===== src/rtl/mips150_lsu_ctrl.sv =====
// Load/store sequencer: drives a ready/rvalid data memory for MIPS150 EX ops and returns extended load data.
// Latency: store 3 cycles, load 3 cycles (rvalid with ready) or 4+; illegal ops finish in 2 with err.
// Backpressure: stall holds the pipeline while an op is in flight; mem_ready/mem_rvalid pace progress, timeout aborts.
//
// Ports: op_* capture a decoded memory op in IDLE; stall/done/err/load_data report to the pipeline;
// mem_req/mem_addr/mem_we/mem_wdata form the request side, mem_ready/mem_rvalid/mem_rdata the response side.
module mips150_lsu_ctrl #(
    parameter int TIMEOUT = 255,
    parameter int CNT_W   = 8
) (
    input  logic        clk,
    input  logic        rst_n,
    input  logic        op_valid,
    input  logic [1:0]  op_memwrite,
    input  logic [2:0]  op_mask,
    input  logic [31:0] op_addr,
    input  logic [31:0] op_wdata,
    output logic        stall,
    output logic        done,
    output logic [31:0] load_data,
    output logic        err,
    output logic        mem_req,
    output logic [29:0] mem_addr,
    output logic [3:0]  mem_we,
    output logic [31:0] mem_wdata,
    input  logic        mem_ready,
    input  logic        mem_rvalid,
    input  logic [31:0] mem_rdata
);
    typedef enum logic [1:0] {IDLE = 2'd0, REQ = 2'd1, RESP = 2'd2, DONE = 2'd3} state_t;

    localparam logic [CNT_W-1:0] CNT_LAST = CNT_W'(TIMEOUT - 1);

    state_t           state;
    logic [1:0]       r_memwrite;
    logic [2:0]       r_mask;
    logic [1:0]       r_off;
    logic [31:0]      r_rdata;
    logic             r_err;
    logic [CNT_W-1:0] cnt;

    logic             illegal;
    logic [3:0]       we_n;
    logic [31:0]      wdata_n;
    logic             tmo_hit;
    logic [7:0]       sel_byte;
    logic [15:0]      sel_half;

    // Alignment check on the incoming op; unknown load masks are rejected outright.
    always_comb begin
        illegal = 1'b0;
        case (op_memwrite)
            2'b00: begin
                case (op_mask)
                    3'b000, 3'b011: illegal = 1'b0;
                    3'b001, 3'b100: illegal = op_addr[0];
                    3'b010:         illegal = |op_addr[1:0];
                    default:        illegal = 1'b1;
                endcase
            end
            2'b01:   illegal = 1'b0;
            2'b10:   illegal = op_addr[0];
            default: illegal = |op_addr[1:0];
        endcase
    end

    // Store lanes: data is replicated so the enabled lanes always see the right bytes.
    always_comb begin
        we_n    = 4'b0000;
        wdata_n = 32'd0;
        case (op_memwrite)
            2'b01: begin
                we_n    = 4'b0001 << op_addr[1:0];
                wdata_n = {4{op_wdata[7:0]}};
            end
            2'b10: begin
                we_n    = 4'b0011 << {op_addr[1], 1'b0};
                wdata_n = {2{op_wdata[15:0]}};
            end
            2'b11: begin
                we_n    = 4'b1111;
                wdata_n = op_wdata;
            end
            default: begin
            end
        endcase
    end

    // A zero TIMEOUT disables the abort entirely.
    assign tmo_hit = (TIMEOUT != 0) && (cnt == CNT_LAST);

    assign mem_req = (state == REQ);
    assign done    = (state == DONE);
    assign err     = (state == DONE) && r_err;
    assign stall   = (state == IDLE) ? op_valid : (state != DONE);

    always_comb begin
        case (r_off)
            2'd0:    sel_byte = r_rdata[7:0];
            2'd1:    sel_byte = r_rdata[15:8];
            2'd2:    sel_byte = r_rdata[23:16];
            default: sel_byte = r_rdata[31:24];
        endcase
        sel_half = r_off[1] ? r_rdata[31:16] : r_rdata[15:0];
    end

    always_comb begin
        load_data = 32'd0;
        if ((state == DONE) && !r_err && (r_memwrite == 2'b00)) begin
            case (r_mask)
                3'b000:  load_data = {{24{sel_byte[7]}}, sel_byte};
                3'b001:  load_data = {{16{sel_half[15]}}, sel_half};
                3'b010:  load_data = r_rdata;
                3'b011:  load_data = {24'd0, sel_byte};
                3'b100:  load_data = {16'd0, sel_half};
                default: load_data = 32'd0;
            endcase
        end
    end

    always_ff @(posedge clk or negedge rst_n) begin
        if (!rst_n) begin
            state      <= IDLE;
            r_memwrite <= 2'b00;
            r_mask     <= 3'b000;
            r_off      <= 2'b00;
            r_rdata    <= 32'd0;
            r_err      <= 1'b0;
            cnt        <= '0;
            mem_addr   <= 30'd0;
            mem_we     <= 4'b0000;
            mem_wdata  <= 32'd0;
        end else begin
            case (state)
                IDLE: begin
                    r_err <= 1'b0;
                    if (op_valid) begin
                        r_memwrite <= op_memwrite;
                        r_mask     <= op_mask;
                        r_off      <= op_addr[1:0];
                        r_rdata    <= 32'd0;
                        mem_addr   <= op_addr[31:2];
                        cnt        <= '0;
                        if (illegal) begin
                            state     <= DONE;
                            r_err     <= 1'b1;
                            mem_we    <= 4'b0000;
                            mem_wdata <= 32'd0;
                        end else begin
                            state     <= REQ;
                            mem_we    <= we_n;
                            mem_wdata <= wdata_n;
                        end
                    end
                end
                REQ: begin
                    if (mem_ready) begin
                        mem_we <= 4'b0000;
                        cnt    <= '0;
                        if (r_memwrite != 2'b00) begin
                            state <= DONE;
                        end else if (mem_rvalid) begin
                            r_rdata <= mem_rdata;
                            state   <= DONE;
                        end else begin
                            state <= RESP;
                        end
                    end else if (tmo_hit) begin
                        mem_we <= 4'b0000;
                        r_err  <= 1'b1;
                        state  <= DONE;
                    end else begin
                        cnt <= cnt + CNT_W'(1);
                    end
                end
                RESP: begin
                    if (mem_rvalid) begin
                        r_rdata <= mem_rdata;
                        state   <= DONE;
                    end else if (tmo_hit) begin
                        r_err <= 1'b1;
                        state <= DONE;
                    end else begin
                        cnt <= cnt + CNT_W'(1);
                    end
                end
                default: begin
                    r_err <= 1'b0;
                    state <= IDLE;
                end
            endcase
        end
    end
endmodule

===== config.mk =====
export PLATFORM = sky130hd
export DESIGN_NAME = mips150_lsu_ctrl
export DESIGN_NICKNAME = d
export VERILOG_FILES = /design/src/rtl/mips150_lsu_ctrl.sv
export SDC_FILE = /design/constraint.sdc
export NUM_CORES = 1
export LEC_CHECK = 0
export CORE_AREA = 4 4 146 148
export DETAILED_ROUTE_END_ITERATION = 6
export DIE_AREA = 0 0 150 152
export PLACE_DENSITY_LB_ADDON = 0.15
export SLEW_MARGIN = 5
export SYNTH_ARGS = -nofsm -noshare
export SYNTH_HDL_FRONTEND = slang
export SYNTH_SLANG_ARGS = --single-unit

===== constraint.sdc =====
create_clock -name clk -period 1.95 [get_ports clk]
set_input_delay 0.39 -clock clk [delete_from_list [all_inputs] [get_ports clk]]
set_output_delay 0.39 -clock clk [all_outputs]
set_load 0.05 [all_outputs]

==> impl_metrics.env <==
export IMPL_grt_overflow=0
export IMPL_h_tree_depth=4
export IMPL_gp_congestion=0.8574
export IMPL_hold_viol=0
export IMPL_layout_nets=1002
export IMPL_worstHoldPathType="primary input to async pin"
export IMPL_first_iter_violations=296
export IMPL_cp_endpoint="load_data[3]"
export IMPL_io_buffers=207
export IMPL_dp_slack_ns=-0.5570
export IMPL_ir_worst_vdd_mv=1.085
export IMPL_die_w_um=150
export IMPL_numCtsBuffers=17
export IMPL_critical_path_class="flip-flop to output pin"
export IMPL_power_mw=19.25
export IMPL_clk_latency_ns=0.42
export IMPL_cellPowerDensity_nw_per_um2=1775
export IMPL_endpoint_kind="output pin"
export IMPL_ctsLongestPathBuffers=2
export IMPL_slew_headroom=0.6423
export IMPL_crit_required_ns=1.56
export IMPL_die_area_um2=22800
export IMPL_fmax_mhz=383.3
export IMPL_r2r_end="r_rdata[3]"
export IMPL_drive_above_1_share=0.3647
export IMPL_p_leak_nw=4.839
export IMPL_netlist_area_um2=5943
export IMPL_finClkSkew_ns=0.007986
export IMPL_synth_cell_types=50
export IMPL_syn_area_per_cell_um2=10.06
export IMPL_r2r_slack_ns=-0.14
export IMPL_core_um2=20040
export IMPL_cts_root_buffer="clkbuf_16"
export IMPL_cts_tree="built"
export IMPL_grt_pass1_wl_um=34040
export IMPL_vias=5830
export IMPL_cap_violations=0
export IMPL_synth_nets=704
export IMPL_yosys_warnings=0
export IMPL_cp_max_fo=7
export IMPL_dp_hpwl_um=15210
export IMPL_drc_errors=0
export IMPL_core_rowCount=52
export IMPL_period_minus_slack_ns=2.609
export IMPL_setup_violations=66
export IMPL_reg2reg_depth=10
export IMPL_first_pass_iters=5
export IMPL_startpoint_type="flip-flop"
export IMPL_num_antenna_cells=0
export IMPL_fin_crit_sh=1.338
export IMPL_violations="negative setup slack"
export IMPL_drv_slew=0
export IMPL_status="finished with violations"
export IMPL_drt_total_wl_um=22120
export IMPL_drtAntennaViolNets=0
export IMPL_worst_slew_pin_slew_ns=0.5387
export IMPL_crit_arrival_ns=2.22
export IMPL_antenna_found_initial=1
export IMPL_seq_area_frac_synth=0.4884
export IMPL_reg2reg_from="state[1]"
export IMPL_synth_seq_cells=116
export IMPL_initial_utilization=0.2966
export IMPL_wire_per_inst_um=18.87
export IMPL_via_per_inst=4.974
export IMPL_dieHeight_um=152
export IMPL_rsz0062_at_grt="true"
export IMPL_syn2layout_area_growth_pct=82.48
export IMPL_grt_use_total=0.1899
export IMPL_fin_ws_ns=-0.6587
export IMPL_grt_max_degree=38
export IMPL_startpoint="r_off[1]"
export IMPL_grt_pass1_vias=6099
export IMPL_ioPinCount=208
export IMPL_synthCells=591
export IMPL_cts_clk_slew_worst_paths_ns=0.06
export IMPL_cts_sinks=116
## sequential cells by signal (all words and copies together) (netlist names), 2 cells and up
name and flops:
cnt 8, mem_addr 30, mem_wdata 32, mem_we 4
r_mask 3, r_memwrite 2, r_off 2, r_rdata 32
state 2
## cell families (layout without fill, tap and decap cells)
kind of cell,after synthesis,after routing,synth area share
AND/OR/NAND/NOR,182,182,0.1385
AO/OA/AOI/OAI,167,167,0.1768
adder cells (fa/ha/maj),7,7,0.01474
flip-flops,116,116,0.4884
XOR/XNOR,4,4,0.005896
multiplexers,64,64,0.1360
buffers and inverters,51,362,0.03958
## worst min-delay path by stage
stage,to,from,slack (ns)
global route,r_rdata[30],rst_n,0.44
floorplan,cnt[0],rst_n,0.09
global placement,r_rdata[6],rst_n,0.32
CTS,r_rdata[30],rst_n,0.42
detailed placement,r_rdata[30],rst_n,0.33
finish,r_rdata[30],rst_n,0.43
## metal layers
layer / global-route usage / vias to the layer above / part of all wire
li1: - / 2717 / -
met1: 0.2419 / 2854 / 0.41
met2: 0.3034 / 222 / 0.49
met3: 0.06613 / 35 / 0.080
met4: 0.05882 / 2 / 0.021
met5: 0 / - / 0.00086
## critical path, cell delays in order, from the launching register on
cell	delay (ns)
dfrtp_2	0.43
or3b_1	0.36
a21o_1	0.22
o21ai_4	0.11
buf_12	0.16
a222oi_1	0.11
buf_4	0.16
nor2_4	0.12
buf_12	0.14
## power breakdown
part	leakage [nW]	total (mW)	switching (mW)	internal, mW
registers	1.48	4.16	0.713	3.45
logic	3.04	11.6	6.91	4.65
clock network	0.323	3.53	1.13	2.40
total	4.84	19.3	8.76	10.5
## Yosys cell counts, drive strengths merged
library cell / count / area (um^2)
a211oi: 1 / 12.51
dfrtp: 116 / 2903
a21oi: 37 / 185.2
clkbuf: 21 / 78.83
a31oi: 11 / 68.82
nand2: 116 / 435.4
and2: 9 / 56.30
o22ai: 3 / 18.77
or3: 3 / 18.77
nand2b: 5 / 31.28
a41oi: 1 / 8.760
a221oi: 1 / 8.760
nand3: 4 / 20.02
nor3: 8 / 55.05
mux2: 54 / 608.1
or3b: 1 / 8.760
o21a: 1 / 7.510
mux2i: 2 / 20.02
o21ai: 59 / 299.0
o31ai: 10 / 75.07
a211o: 1 / 8.760
nor4: 1 / 21.27
xor2: 3 / 26.28
nor2b: 5 / 31.28
a22o: 10 / 87.58
nor3b: 1 / 12.51
nand3b: 2 / 15.01
inv: 6 / 22.52
o311ai: 1 / 8.760
a2111o: 1 / 11.26
mux4: 8 / 180.2
ha: 7 / 87.58
a22oi: 1 / 7.510
nor4bb: 1 / 10.01
a21o: 17 / 127.6
o22a: 1 / 8.760
and3b: 1 / 8.760
a222oi: 8 / 80.08
nand4: 2 / 12.51
o41ai: 1 / 8.760
nor2: 23 / 86.33
o2bb2ai: 2 / 17.52
buf: 24 / 133.9
xnor2: 1 / 8.760
## metrics by stage
step           setup TNS (ns)    util  cell area, um^2  std cells  hold WS, ns
6_report               -21.86  0.5412            10850       1172       0.4273
5_1_grt                -26.55  0.5412            10850       1172       0.4395
4_1_cts                -22.96  0.5202            10420       1161       0.4246
3_5_place_dp           -15.94  0.4698             9415       1114       0.3299
3_3_place_gp           -13.82  0.4698             9415       1114       0.3238
2_1_floorplan          -9.166       -             6228        591      0.09441
## layout make-up
class	instances	area [um^2]
fillers	1757	9194
inverters	6	27.53
clock buffers	23	488.0
clock inverters	9	172.7
multi-input cells	424	3457
well taps	270	337.8
repair buffers	324	3457
flip-flops and latches	116	2905
## placed cells by master, fill, tap and decap left out, types with 4 or more instances in the layout
cell	count
dfrtp_1	114
clkdlybuf4s50_1	104
buf_4	94
nand2_1	90
dlygate4sd2_1	53
mux2_1	45
buf_12	43
a21oi_1	37
o21ai_2	28
buf_6	24
o21ai_1	22
clkbuf_16	20
nand2_4	15
nor2_1	14
a21o_2	11
nand2_2	10
a22o_1	10
o31ai_1	10
mux2_2	9
mux4_2	8
a31oi_4	8
a222oi_1	8
nor2_4	8
and2_1	8
o21ai_0	6
a21o_4	5
bufinv_16	5
nand3_1	4
nor3_1	4
nor2b_1	4
ha_4	4
clkbuf_8	4
## what timing repair did
item                       CTS  global route
setup buffers                9            19
hold buffers                 1             0
gates resized for setup    103           104
pin swaps                   13            54
setup endpoints to repair  119            94
hold endpoints to repair    18             0
cloned                       5             3
Power figures use the tool's default switching activity.
==> RTL edit 1 (same flow settings) <==
Change the parameter `CNT_W` from 8 to 9.
--- a/src/rtl/mips150_lsu_ctrl.sv
+++ b/src/rtl/mips150_lsu_ctrl.sv
@@ -6,7 +6,7 @@
 // mem_req/mem_addr/mem_we/mem_wdata form the request side, mem_ready/mem_rvalid/mem_rdata the response side.
 module mips150_lsu_ctrl #(
     parameter int TIMEOUT = 255,
-    parameter int CNT_W   = 8
+    parameter int CNT_W   = 9
 ) (
     input  logic        clk,
     input  logic        rst_n,
Behaviour: no difference found for any inputs over 4 cycles, from zero or initial values and one cycle with rst_n low; that may be too few to reach the edited logic, so the function may still have changed.
==> RTL edit 1 against the unedited design <==
  * Sequential cell count rose by 1
  * Wire length decreased by 1.1%
  * Power fell by 5.8%
  * Global-route usage fell by 0.68 points
  * Worst setup slack got worse by 0.046 ns
  * Maximum frequency shrank 1.7%
  * Via count fell by 0.79%
  * Synthesized area is 1.2% higher
  * Hold slack lost 0.047 ns
  * Design area fell by 0.67%
  * Synthesized cell count fell by 2.0%
  * The run still ends with setup timing left
  * Core utilization fell by 0.36 points
==> RTL edit 1: results (changes against the unedited design) <==
vias in the first global route -> 6114 (+0.25%)
# setup viols final -> 34 (-48%)
R2R setup slack -> 0.01 ns (+0.15 ns)
Synth area leaders -> dfrtp_1 49%, mux2_2 10%, nand2_1 6.6%
reg2reg end -> state[0]
Layout Cells excl Fill -> 1161 (-0.94%)
clock network fraction of design power -> 0.190 (+0.007)
xor/xnor cell area share of the yosys netlist -> 0.01748 (+0.01159)
largest net degree at the start of global routing -> 49 (+29%)
Final #Nets -> 992 (-1.0%)
static leakage -> 0.004768 uW (-1.5%)
Pre-antenna DRT Iters -> 4 (-1)
antenna violations before repair -> 0 (-1)
Filler cells -> 1772 (+0.85%)
top cells by count, synth -> 117 x dfrtp_1, 105 x nand2_1, 54 x mux2_2, 32 x o21ai_0, 27 x nor2_1
GP Congestion -> 0.8489 (-0.99%)
DP Cell Count -> 1115 (+0.090%)
status -> complete, but fails checks
first-pass GRT wire length -> 33.13 mm (-2.7%)
setup ws final -> -0.7047 ns (-0.04600 ns)
layout cells sized above 1 -> 0.4018 (+0.03705)
Placement Cell Area -> 9622 um^2 (+2.2%)
dpl ws -> -0.5042 ns (+0.05273 ns)
R2R cell count -> 11 (+1)
multiplexer share of the synthesized area -> 0.1328 (-0.003222)
Clock Path Buffers -> 2 (unchanged)
Slew Limit Headroom -> 0.6534 (+0.01107)
sw power -> 8080 uW (-7.7%)
DR iter-0 viols -> 345 (+17%)
post-synth net total -> 692 (-1.7%)
Pint -> 10070 uW (-4.1%)
GRT Util Overall -> 0.1831 (-0.006775)
CP Data Arrival Time -> 2.26 ns (+0.04 ns)
failing checks -> setup timing
final hold violations -> 0 (unchanged)
root buf cell -> clkbuf_16
final setup TNS -> -20.90 ns (+0.9624 ns)
VDD IR max -> 1207 uV (+11%)
post-synthesis sequential area ratio -> 0.4870 (-0.001428)
DR vias -> 5784 (-0.79%)
Max-cap violations -> 0 (unchanged)
Synth Area in Compound Gates -> 0.1723 (-0.004522)
yosys warns -> 0 (unchanged)
Comb group -> 10600 uW (-9%)
DPL Wire Length -> 15.66 mm (+3.0%)
wire per inst -> 18.84 um (-0.16%)
adder-cell share of the synthesized area -> 0.01457 (-0.0001687)
worst reg2reg startpoint -> state[0]
Post-Syn Instances -> 579 (-2.0%)
worst clock skew -> 0.006551 ns (-0.001436 ns)
Cell variety after synth -> 53 (+6.0%)
-- RTL edit 1: cell types whose count changed after synthesis, moves of 8 or more --
| cell | delta |
|---|---|
| mux2_1 | -45 |
| mux2_2 | +45 |
| a21oi_1 | -31 |
| o21ai_1 | -27 |
| o21ai_0 | +25 |
| a22oi_1 | +16 |
| a22o_1 | +15 |
| nand2_1 | -11 |
| o31ai_1 | -8 |
-- RTL edit 1: area by class of cell --
cell class,count,area share
clock inverters,9,0.01626
inverters,7,0.002904
repair buffers,323,0.3180
well taps,270,0.03136
flip-flops and latches,117,0.2721
multi-input cells,413,0.3163
clock buffers,22,0.04309
-- RTL edit 1: layer usage --
layer  track usage  up-vias  part of all wire
li1              -     2706                 -
met1        0.2259     2875              0.41
met2        0.3142      184              0.51
met3       0.05600       19             0.062
met4       0.04139        0             0.016
met5             0        -                 0
-- RTL edit 1: through the flow --
| step | hold slack [ns] | util |
|---|---|---|
| floorplan | 0.09441 | - |
| global placement | 0.2651 | 0.4801 |
| CTS | 0.3799 | 0.5175 |
| detailed placement | 0.2644 | 0.4801 |
| global route | 0.3833 | 0.5376 |
| finish | 0.3799 | 0.5376 |
-- RTL edit 1: timing repair --
action,in CTS,in global routing
resized for setup,69,79
pin swaps,5,45
hold buffers,1,0
gates cloned,0,4
setup buffers,8,8
hold endpoints to repair,10,0
setup endpoints to repair,86,105
-- RTL edit 1: worst max path at each step --
stage | to | slack [ns] | startpoint
floorplan | load_data[10] | -0.25 | r_off[1]
global placement | load_data[22] | -0.45 | r_off[1]
detailed placement | load_data[22] | -0.50 | r_off[1]
CTS | load_data[3] | -0.69 | r_off[1]
global route | load_data[3] | -0.77 | r_off[1]
finish | load_data[3] | -0.70 | r_off[1]
==> RTL edit 2 (config.mk and constraints unchanged) <==
Made on the original files. Register the output `err`, with the module's reset; this adds one clock of latency there. The other outputs are not delayed to match. Comments in the files are not updated.
--- a/src/rtl/mips150_lsu_ctrl.sv
+++ b/src/rtl/mips150_lsu_ctrl.sv
@@ -91,7 +91,13 @@
 
     assign mem_req = (state == REQ);
     assign done    = (state == DONE);
-    assign err     = (state == DONE) && r_err;
+    always_ff @(posedge clk or negedge rst_n) begin
+        if (!rst_n) begin
+            err <= '0;
+        end else begin
+            err <= (state == DONE) && r_err;
+        end
+    end
     assign stall   = (state == IDLE) ? op_valid : (state != DONE);
 
     always_comb begin
Behaviour: not the same (Yosys sat finds a counterexample within 4 cycles, from zero or initial values and one cycle with rst_n low).
==> RTL edit 2 against the unedited design <==
  * The flow still finishes with violations (setup timing)
  * Synthesized area is 4.5% higher
  * Worst setup slack better by 0.017 ns
  * Design area decreased by 2.1%
  * Core utilization fell by 1.2 points
  * Wire length down 0.61%
  * Sequential cell count up 1
  * Via count is 0.39% higher
  * Non-clock buffer count down 14
  * Power decreased by 8.3%
  * Largest cell class unchanged
  * Largest power group unchanged
  * Highest routed layer is now met4
==> RTL edit 2: results (changes against the unedited design) <==
post_cts resized -> 67 (-35%)
metal2 WL -> 10.77 mm (+0.26%)
final WL -> 21.99 mm (-0.61%)
worst reg2reg startpoint -> state[0]
first-pass GRT wire length -> 33.71 mm (-0.97%)
Post-Syn Instances -> 598 (+1.2%)
xor/xnor cell area share of the yosys netlist -> 0.005643 (-0.0002519)
DP Cell Count -> 1121 (+0.63%)
multiplexer share of the synthesized area -> 0.1302 (-0.005811)
setup ws final -> -0.6412 ns (+0.01747 ns)
status -> complete, but fails checks
vias in the first global route -> 6158 (+0.97%)
dpl ws -> -0.3308 ns (+0.2262 ns)
Pre-antenna DRT Iters -> 4 (-1)
CP startpoint -> state[1]
R2R cell count -> 9 (-1)
adder-cell share of the synthesized area -> 0.01411 (-0.0006296)
worst clock skew -> 0.01332 ns (+0.005332 ns)
M1 wire length -> 9.349 mm (+2.4%)
# setup viols final -> 39 (-41%)
reg2reg end -> r_rdata[7]
GRT Util Overall -> 0.1873 (-0.002635)
H-tree Lvls -> 4 (unchanged)
met3 usage -> 0.05958 (-0.006553)
largest net degree at the start of global routing -> 49 (+29%)
post-synth net total -> 711 (+0.99%)
Synth area leaders -> dfrtp_1 47%, mux2_2 9.8%, nand2_1 6.3%
post-synthesis sequential area ratio -> 0.4716 (-0.01684)
failing checks -> setup timing
layout cells sized above 1 -> 0.3799 (+0.01514)
slowest stage cell, crit path -> or4b_4
Crit path largest cell delay -> 0.52 ns (+0.09 ns)
met1 usage -> 0.2358 (-0.006028)
final setup TNS -> -19.34 ns (+2.520 ns)
routed length on met3 -> 1.397 mm (-21%)
GP Congestion -> 0.8622 (+0.56%)
DR vias -> 5853 (+0.39%)
R2R setup slack -> -0.02 ns (+0.12 ns)
VDD IR max -> 986.8 uV (-9.0%)
met2 GRT Util -> 0.3088 (+0.005365)
Fin Hold WS -> 0.3998 ns (-0.02750 ns)
maximum fanout along the worst path -> 10 (+3)
Cell variety after synth -> 53 (+6.0%)
static leakage -> 0.004533 uW (-6.3%)
wire per inst -> 18.86 um (-0.10%)
DPL Wire Length -> 16.27 mm (+7.0%)
setup repair bufs after CTS -> 0 (-9)
antenna violations before repair -> 1 (unchanged)
top cells by count, synth -> 117 x dfrtp_1, 104 x nand2_1, 54 x mux2_2, 48 x a21oi_1, 32 x o21ai_0
DR iter-0 viols -> 238 (-20%)
CP Data Arrival Time -> 2.20 ns (-0.02 ns)
Worst-Margin Slew -> 0.5223 ns (-0.01642 ns)
Final #Nets -> 995 (-0.70%)
Synth Flop Type -> dfrtp_1
[RTL edit 2: cell type report]
class / count / area, um^2 / share of cell area
clock inverter: 14 / 142.6 / 0.01344
inverter: 4 / 20.02 / 0.001886
multi-input combinational: 432 / 3422 / 0.3224
tap: 270 / 337.8 / 0.03183
timing repair buffer: 310 / 3321 / 0.3129
clock buffer: 18 / 439.2 / 0.04138
antenna: 1 / 2.502 / 0.0002358
sequential: 117 / 2929 / 0.2760
[RTL edit 2: worst max path at each step]
| stage | end | slack [ns] | cells past startpoint |
|---|---|---|---|
| 4_1_cts | load_data[30] | -0.67 | 6 |
| 3_5_place_dp | r_rdata[3] | -0.33 | 6 |
| 2_1_floorplan | load_data[14] | -0.59 | 7 |
| 5_1_grt | load_data[11] | -0.70 | 6 |
| 6_report | load_data[12] | -0.64 | 6 |
| 3_3_place_gp | r_rdata[0] | -0.30 | 6 |
[RTL edit 2: power by group]
group	switching [uW]	internal [uW]	total [uW]
logic	6290	4140	10400
clock network	1270	1830	3100
registers	681	3440	4120
